File: config.mk
export PLATFORM = sky130hd
export DESIGN_NAME = mul32_shift_add
export DESIGN_NICKNAME = d
export VERILOG_FILES = /design/src/rtl/mul32_shift_add.sv
export SDC_FILE = /design/constraint.sdc
export NUM_CORES = 1
export LEC_CHECK = 0
export CORE_MARGIN = 3
export CORE_UTILIZATION = 53
export CTS_CLUSTER_SIZE = 8
export DETAILED_ROUTE_END_ITERATION = 8
export GPL_TIMING_DRIVEN = 0
export MAX_ROUTING_LAYER = met4
export PLACE_DENSITY_LB_ADDON = 0.12
export SLEW_MARGIN = 10
export SYNTH_ARGS = -nofsm -noshare
export SYNTH_HDL_FRONTEND = slang
export SYNTH_SLANG_ARGS = --single-unit
File: constraint.sdc
create_clock -name clk -period 3.8 [get_ports clk]
set_input_delay 0.38 -clock clk [delete_from_list [all_inputs] [get_ports clk]]
set_output_delay 0.38 -clock clk [all_outputs]
set_load 0.02 [all_outputs]
File: src/rtl/mul32_shift_add.sv
// mul32_shift_add: iterative 32x32->64 shift-and-add multiplier.
// One operation in flight, with valid/ready on both the operand and product sides.
// Each BUSY cycle adds the multiplicand (or zero) into the high word.
// The 33-bit {cout,out} sum is then shifted right one bit across {acc_hi,acc_lo}.
// Optional feature: define MUL32_SIGNED_EN for two's-complement operands.
// The signed build adds a FIX state that negates the product.
module mul32_shift_add #(
  parameter int XLEN = 32
) (
  input  logic        clk,
  input  logic        rst_n,
  input  logic        in_valid,
  output logic        in_ready,
  input  logic [31:0] in_a,
  input  logic [31:0] in_b,
  output logic        out_valid,
  input  logic        out_ready,
  output logic [63:0] out_prod
);

  if (XLEN != 32) begin : g_bad_xlen
    $error("mul32_shift_add: XLEN must be 32 (fixed by Adder32)");
  end

  localparam logic [1:0] S_IDLE = 2'b00;
  localparam logic [1:0] S_BUSY = 2'b01;
  localparam logic [1:0] S_FIX  = 2'b10;
  localparam logic [1:0] S_DONE = 2'b11;

  logic [1:0]  state;
  logic [31:0] mcand;
  logic [31:0] acc_hi;
  logic [31:0] acc_lo;   // multiplier bits shift out the bottom while product bits shift in
  logic [4:0]  count;

  // Adder32 stage: cin=0, in1=acc_hi, in2 gated by the current multiplier bit.
  logic [31:0] add_in2;
  logic [32:0] add_sum;  // {cout,out}
  assign add_in2 = acc_lo[0] ? mcand : 32'd0;
  assign add_sum = {1'b0, acc_hi} + {1'b0, add_in2};

  // While reset is asserted, in_ready reads 0 even though the state register holds IDLE.
  assign in_ready  = rst_n & (state == S_IDLE);
  assign out_valid = (state == S_DONE);
  assign out_prod  = out_valid ? {acc_hi, acc_lo} : 64'd0;

`ifdef MUL32_SIGNED_EN
  logic        neg;
  logic [31:0] mag_a;
  logic [31:0] mag_b;
  logic [63:0] neg_prod;
  // Magnitudes: 0x80000000 negates to itself, which is 2^31 read as unsigned.
  assign mag_a    = in_a[31] ? (~in_a + 32'd1) : in_a;
  assign mag_b    = in_b[31] ? (~in_b + 32'd1) : in_b;
  assign neg_prod = ~{acc_hi, acc_lo} + 64'd1;
`endif

  // Control FSM and datapath: accept, iterate 32 times, optionally fix sign, then hold the product.
  always_ff @(posedge clk or negedge rst_n) begin
    if (!rst_n) begin
      state  <= S_IDLE;
      mcand  <= '0;
      acc_hi <= '0;
      acc_lo <= '0;
      count  <= '0;
`ifdef MUL32_SIGNED_EN
      neg    <= 1'b0;
`endif
    end else begin
      case (state)
        S_IDLE: begin
          if (in_valid) begin
`ifdef MUL32_SIGNED_EN
            mcand  <= mag_a;
            acc_lo <= mag_b;
            neg    <= in_a[31] ^ in_b[31];
`else
            mcand  <= in_a;
            acc_lo <= in_b;
`endif
            acc_hi <= '0;
            count  <= '0;
            state  <= S_BUSY;
          end
        end
        S_BUSY: begin
          acc_hi <= add_sum[32:1];
          acc_lo <= {add_sum[0], acc_lo[31:1]};
          count  <= count + 5'd1;
          if (count == 5'd31) begin
`ifdef MUL32_SIGNED_EN
            state <= S_FIX;
`else
            state <= S_DONE;
`endif
          end
        end
`ifdef MUL32_SIGNED_EN
        S_FIX: begin
          if (neg) {acc_hi, acc_lo} <= neg_prod;
          state <= S_DONE;
        end
`endif
        S_DONE: begin
          if (out_ready) state <= S_IDLE;
        end
        default: state <= S_IDLE;
      endcase
    end
  end

endmodule

* After elaboration in Yosys (flattened, before gate mapping)
Cells that the tools add are included.
** Operators by class
- $add $sub $neg :: 2
- Equal/unequal tests :: 6
- Mux-type cells :: 12
- Bitwise logic cells :: 1
- Reduce and logical (&&, ||, !) cells :: 5
** Operator list (number)
- one-hot mux 32 bit (2 select lines) :: 2
- 2-to-1 mux 32 bit :: 3
- 2-to-1 mux 64 bit :: 1
- adder 32 x 32 -> 33 bit :: 1
- one-hot mux 5 bit (2 select lines) :: 1
- 2-to-1 mux 2 bit :: 3
- one-hot mux 2 bit (3 select lines) :: 1
- adder 5 x 1 -> 5 bit, second input constant :: 1
- == test 5 bit, second input constant :: 1
- 2-to-1 mux 5 bit :: 1
- != test 2 bit, second input constant :: 2
- AND reduction 2 bit :: 2
- AND reduction 3 bit :: 1
- == test 2 x 1 -> 1 bit, second input constant :: 1
- == test 2 bit, second input constant :: 1
- logical NOT 2 bit :: 1
- != test 2 x 1 -> 1 bit, second input constant :: 1
- nonzero test 2 bit :: 1
- bitwise AND 1 bit :: 1
** Word-level totals
- Register bits after elaboration :: 103
- Input bits :: 68

* Depth between registers and ports, before layout
Gate-level depths: netlist of run 1.
- Word-level depth :: 3
- Gate-level depth with buffers :: 11
- Depth with buffers taken out :: 11

* Least setup slack after synthesis of run 1
OpenSTA, ideal clock, no wires.
- Path type :: reg-to-reg
- From :: register acc_lo[0]
- To :: register acc_hi[27]
- Setup time :: 0.068 ns
- Arrival time :: 2.735 ns
- Data required time :: 3.732 ns
- Slack :: 0.997 ns
- Stages on the path, launching flop included :: 11
- Path buffers :: 1
- Cell sequence :: dfrtp_1 -> clkbuf_1 -> nand2_1 -> fa_1 -> nand2b_1 -> a21oi_2 -> o31ai_2 -> a211o_1 -> or3_4 -> a2111o_1 -> nand3_1
** On the way
- Word-level cells in the longest chain between the ends :: 3
** RTL lines
- from (decl) :: line 33 : logic [31:0] acc_lo;
- from (signal assigned) :: line 79 : acc_lo <= in_b;
- from (signal assigned) :: line 88 : acc_lo <= {add_sum[0], acc_lo[31:1]};
- 2-to-1 mux 32 bit :: line 39 : assign add_in2 = acc_lo[0] ? mcand : 32'd0;
- adder 32 x 32 -> 33 bit :: line 40 : assign add_sum = {1'b0, acc_hi} + {1'b0, add_in2};
- one-hot mux 32 bit (2 select lines) :: line 70 : case (state)
- to (signal assigned) :: line 87 : acc_hi <= add_sum[32:1];
- to (decl) :: line 32 : logic [31:0] acc_hi;
No other way between the ends.
A chain may end at the register's enable or synchronous reset.

* Final worst setup path of run 1
Same ends and word-level chain as after synthesis.

==> metrics.md, run 1 <==
| Metric | Value |
|---|---|
| Status | finished clean |
| Starting density of the core | 0.5504 |
| Worst endpoint data arrival time | 3790 ps |
| Worst-Margin Slew | 792.8 ps |
| Setup violators final | 0 |
| Worst-path clk slew | 70 ps |
| Largest net degree at the start of global routing | 78 |
| Dpl ws | 102.4 ps |
| Die area | 14070 um^2 |
| First-pass GRT wire length | 32.95 mm |
| Buf/Inv on CP | 1 |
| Synth unique cells | 61 |
| Overall power | 7.884 mW |
| Setup CP Type | register to register |
| Max incr delay on CP | 460 ps |
| Synth warnings | 0 |
| Fmax achieved | 285.4 MHz |
| Post-synth EDFFs | 0 |
| CTS tree | done |
| CTS max path bufs | 2 |
| Slowest cell on crit path | dfrtp_1 |
| Syn-to-layout area delta | 27.96% |
| Critical Path Start Type | register |
| Post-route setup slack | 296.4 ps |
| Via density | 5.948 |
| Worst Setup End Kind | register |
| Port-buffer cells | 133 |
| Wire length per cell | 18.57 um |
| Top delay family on crit path | compound AO/OA/AOI/OAI gates |
| Tcrit/Tclk final | 0.9220 |
| CP Data Required Time | 4090 ps |
| Most frequent cells in the layout | clkdlybuf4s50_1, dfrtp_1, nand2_1 |
| Antenna diodes | 0 |
| Layout Skew | 5.831 ps |
| Final #Nets | 996 |
| Crit-path cells | clkbuf_1 > nand2_1 > fa_1 > nand2b_1 > a21oi_2 > o31ai_2 > a211o_1 > or3_4 > a2111o_1 > nand3_1 |
| Rel. slew slack | 0.4578 |
| Flop and latch count out of synthesis | 103 |
| Site row count | 40 |
| Worst skew pair latency | 350 ps |
| CP max FO | 10 |
| Detailed Routing Iterations Pass 1 | 5 |
| Clk root buf | clkbuf_16 |
| Gate Count Post-Synth | 747 |
| Overall die width | 118.6 um |
| Total Routing Usage GR | 0.2962 |
| DR vias | 6341 |
| Mean post-synth cell area | 8.998 um^2 |
| Die Span Y | 118.6 um |
| Net count after synthesis | 850 |
| Period minus WS final | 3504 ps |
| Final Hold Vio Count | 0 |
| Maximum VDD drop | 0.0005685 V |
| Post-synthesis sequential area ratio | 0.3835 |
| Unrepaired setup endpoints after global routing | no |
| Pwr dens | 916.7 nW/um^2 |
| Layout cell share with drive strength beyond 1 | 0.07572 |
| DRT iter0 DRCs | 463 |
| Initial antenna violation count | 0 |
| Post-CTS Setup Bufs | 0 |
| Core area | 12210 um^2 |
| Routed Antenna Nets | 0 |
| GP Congestion | 0.8977 |
| Top_reg_cell synth | dfrtp_1 |
| Io pins | 134 |
| DP HPWL | 14.44 mm |
| Netlist Area Pre-Place | 6721 um^2 |
| WP depth | 10 |
| Post-synth ARST share | 1.000 |
| Leading cell type in the layout, fill and taps excluded | clkdlybuf4s50_1 |
| P_leak | 4.000 nW |
| Max-cap violations | 0 |
| Min-delay worst type | input port to asynchronous set/reset pin |
| Slew Viols, Final | 0 |
| CTS Buf Count | 9 |
| DRC viols | 0 |
| R2R cell count | 10 |
| Vias in the first global route | 6536 |
| H-tree depth | 3 |
| Clock sink count | 103 |
| Drt total wl | 19.80 mm |
| Remaining global-route overflow | 0 |
## area by class of cell
class                      count  area [um^2]
buffer                        54        217.7
clock buffer                  13        250.2
clock inverter                 3        42.54
fill                        1032         3611
inverter                      10        37.54
multi-input combinational    580         3895
sequential                   103         2577
tap                          168        210.2
timing repair buffer         135         1370
## worst paths after layout
path / startpoint / endpoint / slack, ps
max in group asynchronous: rst_n / acc_lo[16] / 2660
worst max-delay path: acc_lo[0] / acc_hi[27] / 300
worst max register to register: acc_lo[0] / acc_hi[27] / 300
min in group clk: acc_lo[1] / acc_lo[1] / 500
worst min-delay path: rst_n / mcand[26] / 460
worst min register to register: acc_lo[1] / acc_lo[1] / 500
## logic make-up (layout without fill, tap and decap cells)
family / Yosys count / in the layout / synth area share
simple gates: 274 / 274 / 0.2076
compound gates: 190 / 190 / 0.1808
flops: 103 / 103 / 0.3835
mux: 67 / 67 / 0.1057
buf+inv: 64 / 215 / 0.03798
fa+ha+maj: 35 / 35 / 0.06627
xor+xnor: 14 / 14 / 0.01824
## cells in the mapped netlist, types with 4 or more instances
cell type	number	area share
a21oi_1	38	0.028
dfrtp_1	103	0.38
xnor2_1	10	0.013
nand2_1	97	0.054
a31oi_1	4	0.0037
mux2_2	32	0.054
nand4_1	4	0.0037
buf_1	5	0.0028
o21bai_1	4	0.0045
nor3_1	6	0.0045
mux2i_1	35	0.052
o21a_1	5	0.0056
xor2_1	4	0.0052
nand3_1	11	0.0082
o2111ai_1	5	0.0065
o211ai_1	6	0.0067
a211o_1	4	0.0052
or3_1	4	0.0037
o31ai_1	5	0.0056
a21o_1	12	0.013
inv_1	10	0.0056
and2_1	34	0.032
clkbuf_1	39	0.022
buf_2	6	0.0045
nor2_1	29	0.016
o21ai_0	69	0.051
and3_1	67	0.062
ha_1	34	0.063
a211oi_1	5	0.0056
nand2b_1	8	0.0074
a22o_1	4	0.0052
## per-layer routing
| layer | vias up | track usage | wire length (um) |
|---|---|---|---|
| met4 | 0 | 0.07603 | 361 |
| li1 | 2984 | - | - |
| met2 | 243 | 0.4941 | 9622 |
| met1 | 3083 | 0.3742 | 8763 |
| met5 | - | - | 0 |
| met3 | 31 | 0.05407 | 1052 |
## flip-flops by register name (all words and copies together) (netlist names)
register  cells
mcand        32
state         2
acc_lo       32
count         5
acc_hi       32
## where the power goes
part           total, mW  switching, mW  internal, mW
combinational       4.86           2.80          2.05
sequential          2.08          0.389          1.69
clock              0.945          0.416         0.529
total               7.88           3.61          4.28
## repair_timing
| item | CTS | global route |
|---|---|---|
| endpoints found under the hold margin | 27 | 0 |
| hold buffers | 1 | 0 |
| gates resized for setup | 0 | 2 |
| setup endpoints to repair | 0 | 1 |
## stage by stage
stage	std cells	utilization	hold slack, ps	cell area [um^2]	TNS [ps]
after global placement	1048	0.6766	481.1	8263	-168430
after detailed placement	1049	0.6790	274.2	8292	0
after floorplan	747	-	84.41	6721	0
final	1066	0.7043	459.9	8601	0
after CTS	1066	0.7038	473.0	8594	0
after global routing	1066	0.7043	482.4	8601	0
No activity file was read; power rests on OpenSTA's default activity.
==> run 2, diff against run 1 <==
- CORE_MARGIN: 3 -> not set
- CORE_UTILIZATION: 53 -> 40
==> run 2 against run 1 <==
Worst setup slack got worse by 62 ps. Via count fell by 2.5%. Routed wire length fell by 1.5%. Clock-buffer cell count fell by 2. Cell count grew 4.9%. Clock power increased by 3.6%. Register-to-register slack worse by 60 ps. Critical path depth did not move. Combinational power is 1% lower. Sequential power about the same.
==> metrics.md, run 2 (synthesis results as in run 1) <==
| Metric | Value |
|---|---|
| Status | finished clean |
| Buf/Inv on CP | 1 (unchanged) |
| Wire length per cell | 17.44 um (-6.1%) |
| DR vias | 6185 (-2.5%) |
| CTS max path bufs | 2 (unchanged) |
| CP Data Required Time | 4090 ps (about the same) |
| Worst-Margin Slew | 736.6 ps (-56.23 ps) |
| Initial antenna violation count | 0 (unchanged) |
| Syn-to-layout area delta | 29.15% |
| Tcrit/Tclk final | 0.9383 (+0.01634) |
| Maximum VDD drop | 0.0003769 V (-34%) |
| Clock sink count | 103 (unchanged) |
| Leading cell type in the layout, fill and taps excluded | clkdlybuf4s50_1 |
| Met1 GRT Util | 0.3164 (-0.05770) |
| Worst Setup End Kind | register |
| Unrepaired setup endpoints after global routing | no |
| Slew Viols, Final | 0 (unchanged) |
| Die area | 17330 um^2 (+23%) |
| Io pins | 134 (unchanged) |
| Die Span Y | 131.6 um (+11%) |
| Switching Share | 0.4542 (-0.003143) |
| Pwr dens | 903.6 nW/um^2 (-1.4%) |
| Top delay family on crit path | compound AO/OA/AOI/OAI gates |
| Worst skew pair latency | 360 ps (about the same) |
| Met3 Use GR | 0.03935 (-0.01472) |
| Routed Antenna Nets | 0 (unchanged) |
| CTS tree | done |
| Core area | 16470 um^2 (+35%) |
| Vias in the first global route | 6227 (-4.7%) |
| Most frequent cells in the layout | clkdlybuf4s50_1, dfrtp_1, nand2_1 |
| Starting density of the core | 0.4082 (-0.1422) |
| First-pass GRT wire length | 32.15 mm (-2.4%) |
| Largest net degree at the start of global routing | 68 (-13%) |
| GR Util met2 | 0.3715 (-0.1226) |
| Gr busiest metal | met2 |
| CTS Buf Count | 9 (unchanged) |
| DRC viols | 0 (unchanged) |
| Pint | 4.281 mW (about the same) |
| Antenna diodes | 0 (unchanged) |
| H-tree depth | 3 (unchanged) |
| Worst-path clk slew | 70 ps (about the same) |
| Crit-path cells | clkbuf_1 > nand2_1 > fa_1 > nand2b_1 > a21oi_2 > o31ai_2 > a211o_1 > or3_4 > a2111o_1 > nand3_1 |
| Worst endpoint data arrival time | 3860 ps (+70 ps) |
| Detailed Routing Iterations Pass 1 | 5 (unchanged) |
| NetSw | 3.563 mW (-1.2%) |
| CP max FO | 10 (unchanged) |
| Fin Hold WS | 497.4 ps (+37.60 ps) |
| DP HPWL | 14.28 mm (-1.1%) |
| Total Routing Usage GR | 0.2385 (-0.05772) |
| Final Hold Vio Count | 0 (unchanged) |
| Biggest regs | acc_hi (32), acc_lo (32), mcand (32) |
| Min-delay worst type | input port to asynchronous set/reset pin |
| Layout cell share with drive strength beyond 1 | 0.07795 (+0.002227) |
| GP Congestion | 0.9249 (+3.0%) |
| Max incr delay on CP | 500 ps (+40 ps) |
| Via density | 5.532 (-7.0%) |
| Period minus WS final | 3566 ps (+62.09 ps) |
| Clk pwr share | 0.125 (+0.005) |
| Site row count | 47 (+18%) |
| Fmax achieved | 280.5 MHz (-1.7%) |
| Drt total wl | 19.50 mm (-1.5%) |
| Remaining global-route overflow | 0 (unchanged) |
| Final #Nets | 996 (unchanged) |
| Clk root buf | clkbuf_16 |
| Max-cap violations | 0 (unchanged) |
| Rel. slew slack | 0.5089 (+0.05115) |
| Setup violators final | 0 (unchanged) |
| Critical Path Start Type | register |
| Reg power frac | 0.265 (about the same) |
| Comb power frac | 0.611 (-0.005) |
| P_leak | 4.007 nW (+0.17%) |
| Layout Skew | 9.218 ps (+3.387 ps) |
| Setup CP Type | register to register |
| Utilization after layout | 0.5272 (-0.1771) |
| Slowest cell on crit path | dfrtp_1 |
| Overall die width | 131.6 um (+11%) |
| Port-buffer cells | 133 (unchanged) |
| Post-CTS Setup Bufs | 0 (unchanged) |
| DRT iter0 DRCs | 390 (-16%) |
-- run 2: changes by cell type in the layout (fill, tap and decap cells not counted) --
cell,previous run,this run
a2111oi_1,0,1
clkinv_2,1,0
a2111oi_0,2,1
clkinv_4,0,1
inv_6,0,2
clkbuf_1,42,40
-- run 2: path summary, 6_finish.rpt --
check,start,end,slack (ps),cells past startpoint
max in group asynchronous,rst_n,mcand[1],2650,3
setup reg to reg,acc_lo[0],acc_hi[27],230,10
hold / removal,rst_n,mcand[24],500,2
setup / recovery,acc_lo[0],acc_hi[27],230,10
hold reg to reg,mcand[17],mcand[17],500,1
min in group clk,mcand[17],mcand[17],500,1
-- run 2: power groups by stage --
stage	Sequential, mW	Clock [mW]	Combinational, mW
final	2.08	0.979	4.79
after global routing	2.16	1.05	5.32
after CTS	2.07	1.01	4.78
after detailed placement	2.09	0	4.74
after global placement	2.07	0	4.67
after floorplan	1.96	0	3.48
-- run 2: worst reg2reg max path, cell delays in order (launching register included) --
cell and delay (ps):
dfrtp_1 500, clkbuf_1 450, nand2_1 200, fa_1 440, nand2b_1 210, a21oi_2 220, o31ai_2 130, a211o_1 400
or3_4 450, a2111o_1 430, nand3_1 90
-- run 2: per-stage QoR --
stage          instances  setup TNS, ps  worst slack (ps)  total power [mW]  instance area, um^2
6_report            1118              0             234.4             7.844                 8681
4_1_cts             1118              0             65.95             7.861                 8673
3_3_place_gp        1100        -187750             -2049             6.740                 8328
3_5_place_dp        1101              0             94.62             6.838                 8357
5_1_grt             1118              0             25.06             8.531                 8681
2_1_floorplan        747              0             996.9             5.432                 6721
-- run 2: layer usage --
layer / wire (um) / part of all wire
met5: 0 / 0
met4: 418 / 0.021
met3: 856 / 0.044
met2: 9077 / 0.47
met1: 9145 / 0.47
-- run 2: what timing repair did --
action | in CTS | in global routing
hold buffers | 1 | 0
setup endpoints to repair | 0 | 2
resized for setup | 0 | 3
hold endpoints to repair | 37 | 0
-- run 2: area by class of cell --
type / count / area (um^2)
flip-flops and latches: 103 / 2577
clock buffers: 11 / 242.7
plain buffers: 54 / 217.7
inverters: 10 / 37.54
well taps: 220 / 275.3
clock inverters: 5 / 63.81
repair buffers: 135 / 1370
multi-input cells: 580 / 3896
fillers: 1540 / 7785
==> run 3, diff against run 2 <==
- ABC_AREA: not set -> 1
==> run 3 against run 2 <==
Synthesized cell count is 43% higher. Fmax increased by 16%. Via count increased by 11%. Clock skew up 4.0 ps. Largest cell class unchanged. Cell count grew 29%. Clock power up 0.5%. Routed wire length rose by 5.0%. Worst setup slack better by 500 ps. Critical path type unchanged. Critical endpoint is now acc_hi[23]. Largest power group unchanged. Design area is 6.3% higher.
==> metrics.md, run 3 <==
| Metric | Value |
|---|---|
| Clock sink count | 103 (unchanged) |
| Post-synth ARST share | 1.000 (unchanged) |
| Post-synth EDFFs | 0 (unchanged) |
| Top_reg_cell synth | dfrtp_1 |
| CTS tree | done |
| Most frequent cells in the layout | nand2_1, inv_1, clkdlybuf4s50_1 |
| Gr busiest metal | met2 |
| Min-delay worst type | input port to asynchronous set/reset pin |
| P_leak | 5.044 nW (+26%) |
| Site row count | 48 (+2.1%) |
| Port-buffer cells | 133 (unchanged) |
| First-pass GRT wire length | 33.73 mm (+4.9%) |
| H-tree depth | 3 (unchanged) |
| Most common cell in the netlist | nand2_1 |
| Starting density of the core | 0.4152 (+0.007028) |
| Synth cell count leaders | nand2_1, inv_1, nor2_1, dfrtp_1, o21ai_1 |
| Tcrit/Tclk final | 0.8080 (-0.1303) |
| Synth unique cells | 37 (-39%) |
| Met3 Use GR | 0.04667 (+0.007315) |
| Status | finished clean |
| Fill cell count | 1784 (+16%) |
| DP HPWL | 15.96 mm (+12%) |
| CTS resizes | 0 (unchanged) |
| CTS Buf Count | 9 (unchanged) |
| Syn-to-layout area delta | 27.10% |
| Initial antenna violation count | 0 (unchanged) |
| Io pins | 134 (unchanged) |
| Max-cap violations | 0 (unchanged) |
| Drt total wl | 20.47 mm (+5.0%) |
| Final Hold Vio Count | 0 (unchanged) |
| Overall die width | 136.7 um (+3.8%) |
| Biggest regs | acc_hi (32), acc_lo (32), mcand (32) |
| Overall power | 8.039 mW (+2.5%) |
| Die Span Y | 136.7 um (+3.8%) |
| Core area | 17480 um^2 (+6.1%) |
| Detailed Routing Iterations Pass 1 | 5 (unchanged) |
| Mean post-synth cell area | 6.782 um^2 (-25%) |
| CP Data Required Time | 4050 ps (-40 ps) |
| DRT iter0 DRCs | 355 (-9.0%) |
| Maximum VDD drop | 0.0003146 V (-17%) |
| Netlist Area Pre-Place | 7257 um^2 (+8.0%) |
| Layout cell share with drive strength beyond 1 | 0.07699 (-0.0009649) |
| Flop and latch count out of synthesis | 103 (unchanged) |
| Finished layout cell area | 9224 um^2 (+6.3%) |
| Unrepaired setup endpoints after global routing | no |
| Total placed cells including tap cells | 1429 (+30%) |
| Wire length per cell | 14.15 um (-19%) |
| Multi-input logic area | 3671 um^2 (-5.8%) |
| DRC viols | 0 (unchanged) |
| Rel. slew slack | 0.5920 (+0.08306) |
| Setup CP Type | register to register |
| Net count after synthesis | 1173 (+38%) |
| Total Routing Usage GR | 0.2436 (+0.005035) |
| Routed Antenna Nets | 0 (unchanged) |
| Worst endpoint data arrival time | 3320 ps (-540 ps) |
| Utilization after layout | 0.5278 (+0.0005740) |
| Post-synthesis sequential area ratio | 0.3552 (-0.02830) |
| CP max FO | 10 (unchanged) |
| Met1 GRT Util | 0.3150 (-0.001423) |
| Layout Skew | 13.23 ps (+4.014 ps) |
| Area post-placement | 8899 um^2 (+6.5%) |
| Slew Viols, Final | 0 (unchanged) |
| Leading cell type in the layout, fill and taps excluded | nand2_1 |
| Fmax achieved | 325.7 MHz (+16%) |
| Clk root buf | clkbuf_16 |
| Synth warnings | 0 (unchanged) |
| Yosys top cell by area | dfrtp_1 |
| Worst skew pair latency | 370 ps (about the same) |
| GP Congestion | 0.8858 (-4.2%) |
| Largest net degree at the start of global routing | 82 (+21%) |
| Post-Layout Cell Count | 1446 (+29%) |
| Antenna diodes | 0 (unchanged) |
| Worst-path clk slew | 80 ps (about the same) |
| Pwr dens | 871.6 nW/um^2 (-3.5%) |
| GR Util met2 | 0.3906 (+0.01903) |
| Setup violators final | 0 (unchanged) |
| Synth area leaders | dfrtp_1, nand2_1, inv_1, nor2_1, ha_1 |
| Yosys top cell area share | 0.3552 (-0.02830) |
| CTS max path bufs | 2 (unchanged) |
| Worst-Margin Slew | 612.0 ps (-124.6 ps) |
| Final #Nets | 1319 (+32%) |
| Period minus WS final | 3070 ps (-495.3 ps) |
| Register area | 2577 um^2 (unchanged) |
| Vias in the first global route | 6724 (+8.0%) |
| Worst Setup End Kind | register |
| Fin Hold WS | 441.4 ps (-56.06 ps) |
| Post-CTS Setup Bufs | 0 (unchanged) |
| Critical Path Start Type | register |
| Via density | 4.750 (-14%) |
| DR vias | 6869 (+11%) |
| Remaining global-route overflow | 0 (unchanged) |
| Die area | 18690 um^2 (+7.8%) |
| Gate Count Post-Synth | 1070 (+43%) |
## run 3: cell count changes after synthesis, moves of 11 or more
cell | before | now
and3_1 | 67 | 0
mux2i_1 | 35 | 0
o21ai_0 | 69 | 13
inv_1 | 10 | 218
and2_1 | 34 | 1
a21o_1 | 12 | 1
nand3_1 | 11 | 41
o21ai_1 | 2 | 43
nand2_1 | 97 | 320
nor2_1 | 29 | 114
o211ai_1 | 6 | 31
clkbuf_1 | 39 | 12
## run 3: timing repair
action	4_1_cts	5_1_grt
setup endpoints to repair	0	0
hold endpoints to repair	23	0
hold buffers	1	0
## run 3: final timing paths
kind	cells past startpoint	endpoint	startpoint	slack (ps)
min reg2reg	2	acc_lo[31]	acc_lo[31]	490
min	2	mcand[6]	rst_n	440
min in group clk	2	acc_lo[31]	acc_lo[31]	490
max	17	acc_hi[23]	acc_lo[0]	730
max reg2reg	17	acc_hi[23]	acc_lo[0]	730
max in group asynchronous	3	acc_hi[29]	rst_n	2670
## run 3: cells by family (layout without fill, tap and decap cells)
group           count (synthesis)  in the layout  synth area share
xor+xnor                        5              5          0.006036
fa+ha+maj                      35             35           0.06138
compound gates                132            132            0.1062
mux                            32             32           0.04966
buf+inv                       256            407            0.1390
simple gates                  507            507            0.2826
flops                         103            103            0.3552
## run 3: power by group
| part | leakage (nW) | switching, mW | internal [mW] | total [mW] |
|---|---|---|---|---|
| clock network | 0.147 | 0.510 | 0.474 | 0.984 |
| logic | 3.67 | 3.19 | 1.88 | 5.07 |
| registers | 1.22 | 0.287 | 1.70 | 1.99 |
## run 3: final cells by class
type	count	area share
multi-input cells	711	0.3980
flip-flops and latches	103	0.2794
repair buffers	135	0.1485
inverters	221	0.08993
well taps	225	0.03052
clock buffers	9	0.02442
plain buffers	35	0.01940
clock inverters	7	0.009767
## run 3: critical path, cell delays in order (launching register included)
cell and delay [ps]:
dfrtp_1 320, clkbuf_1 290, clkbuf_1 490, nand2_1 100, inv_1 80, ha_1 240, inv_1 80, fa_1 420
inv_1 130, nand3_1 80, nand3_1 150, nand2_1 90, nand2_2 110, nand2_1 100, nand3_1 90, nand2_1 50
nand3_1 100, nand2_1 60
## run 3: layer usage
layer | share of wire | wire length, um
met1 | 0.47 | 9657
met2 | 0.46 | 9460
met3 | 0.054 | 1104
met4 | 0.012 | 243
met5 | 0 | 0
## run 3: through the flow
step | setup WS [ps] | setup TNS [ps]
floorplan | 1496 | 0
global placement | -2165 | -197650
CTS | 645.3 | 0
global route | 423.0 | 0
finish | 729.6 | 0
detailed placement | 723.4 | 0
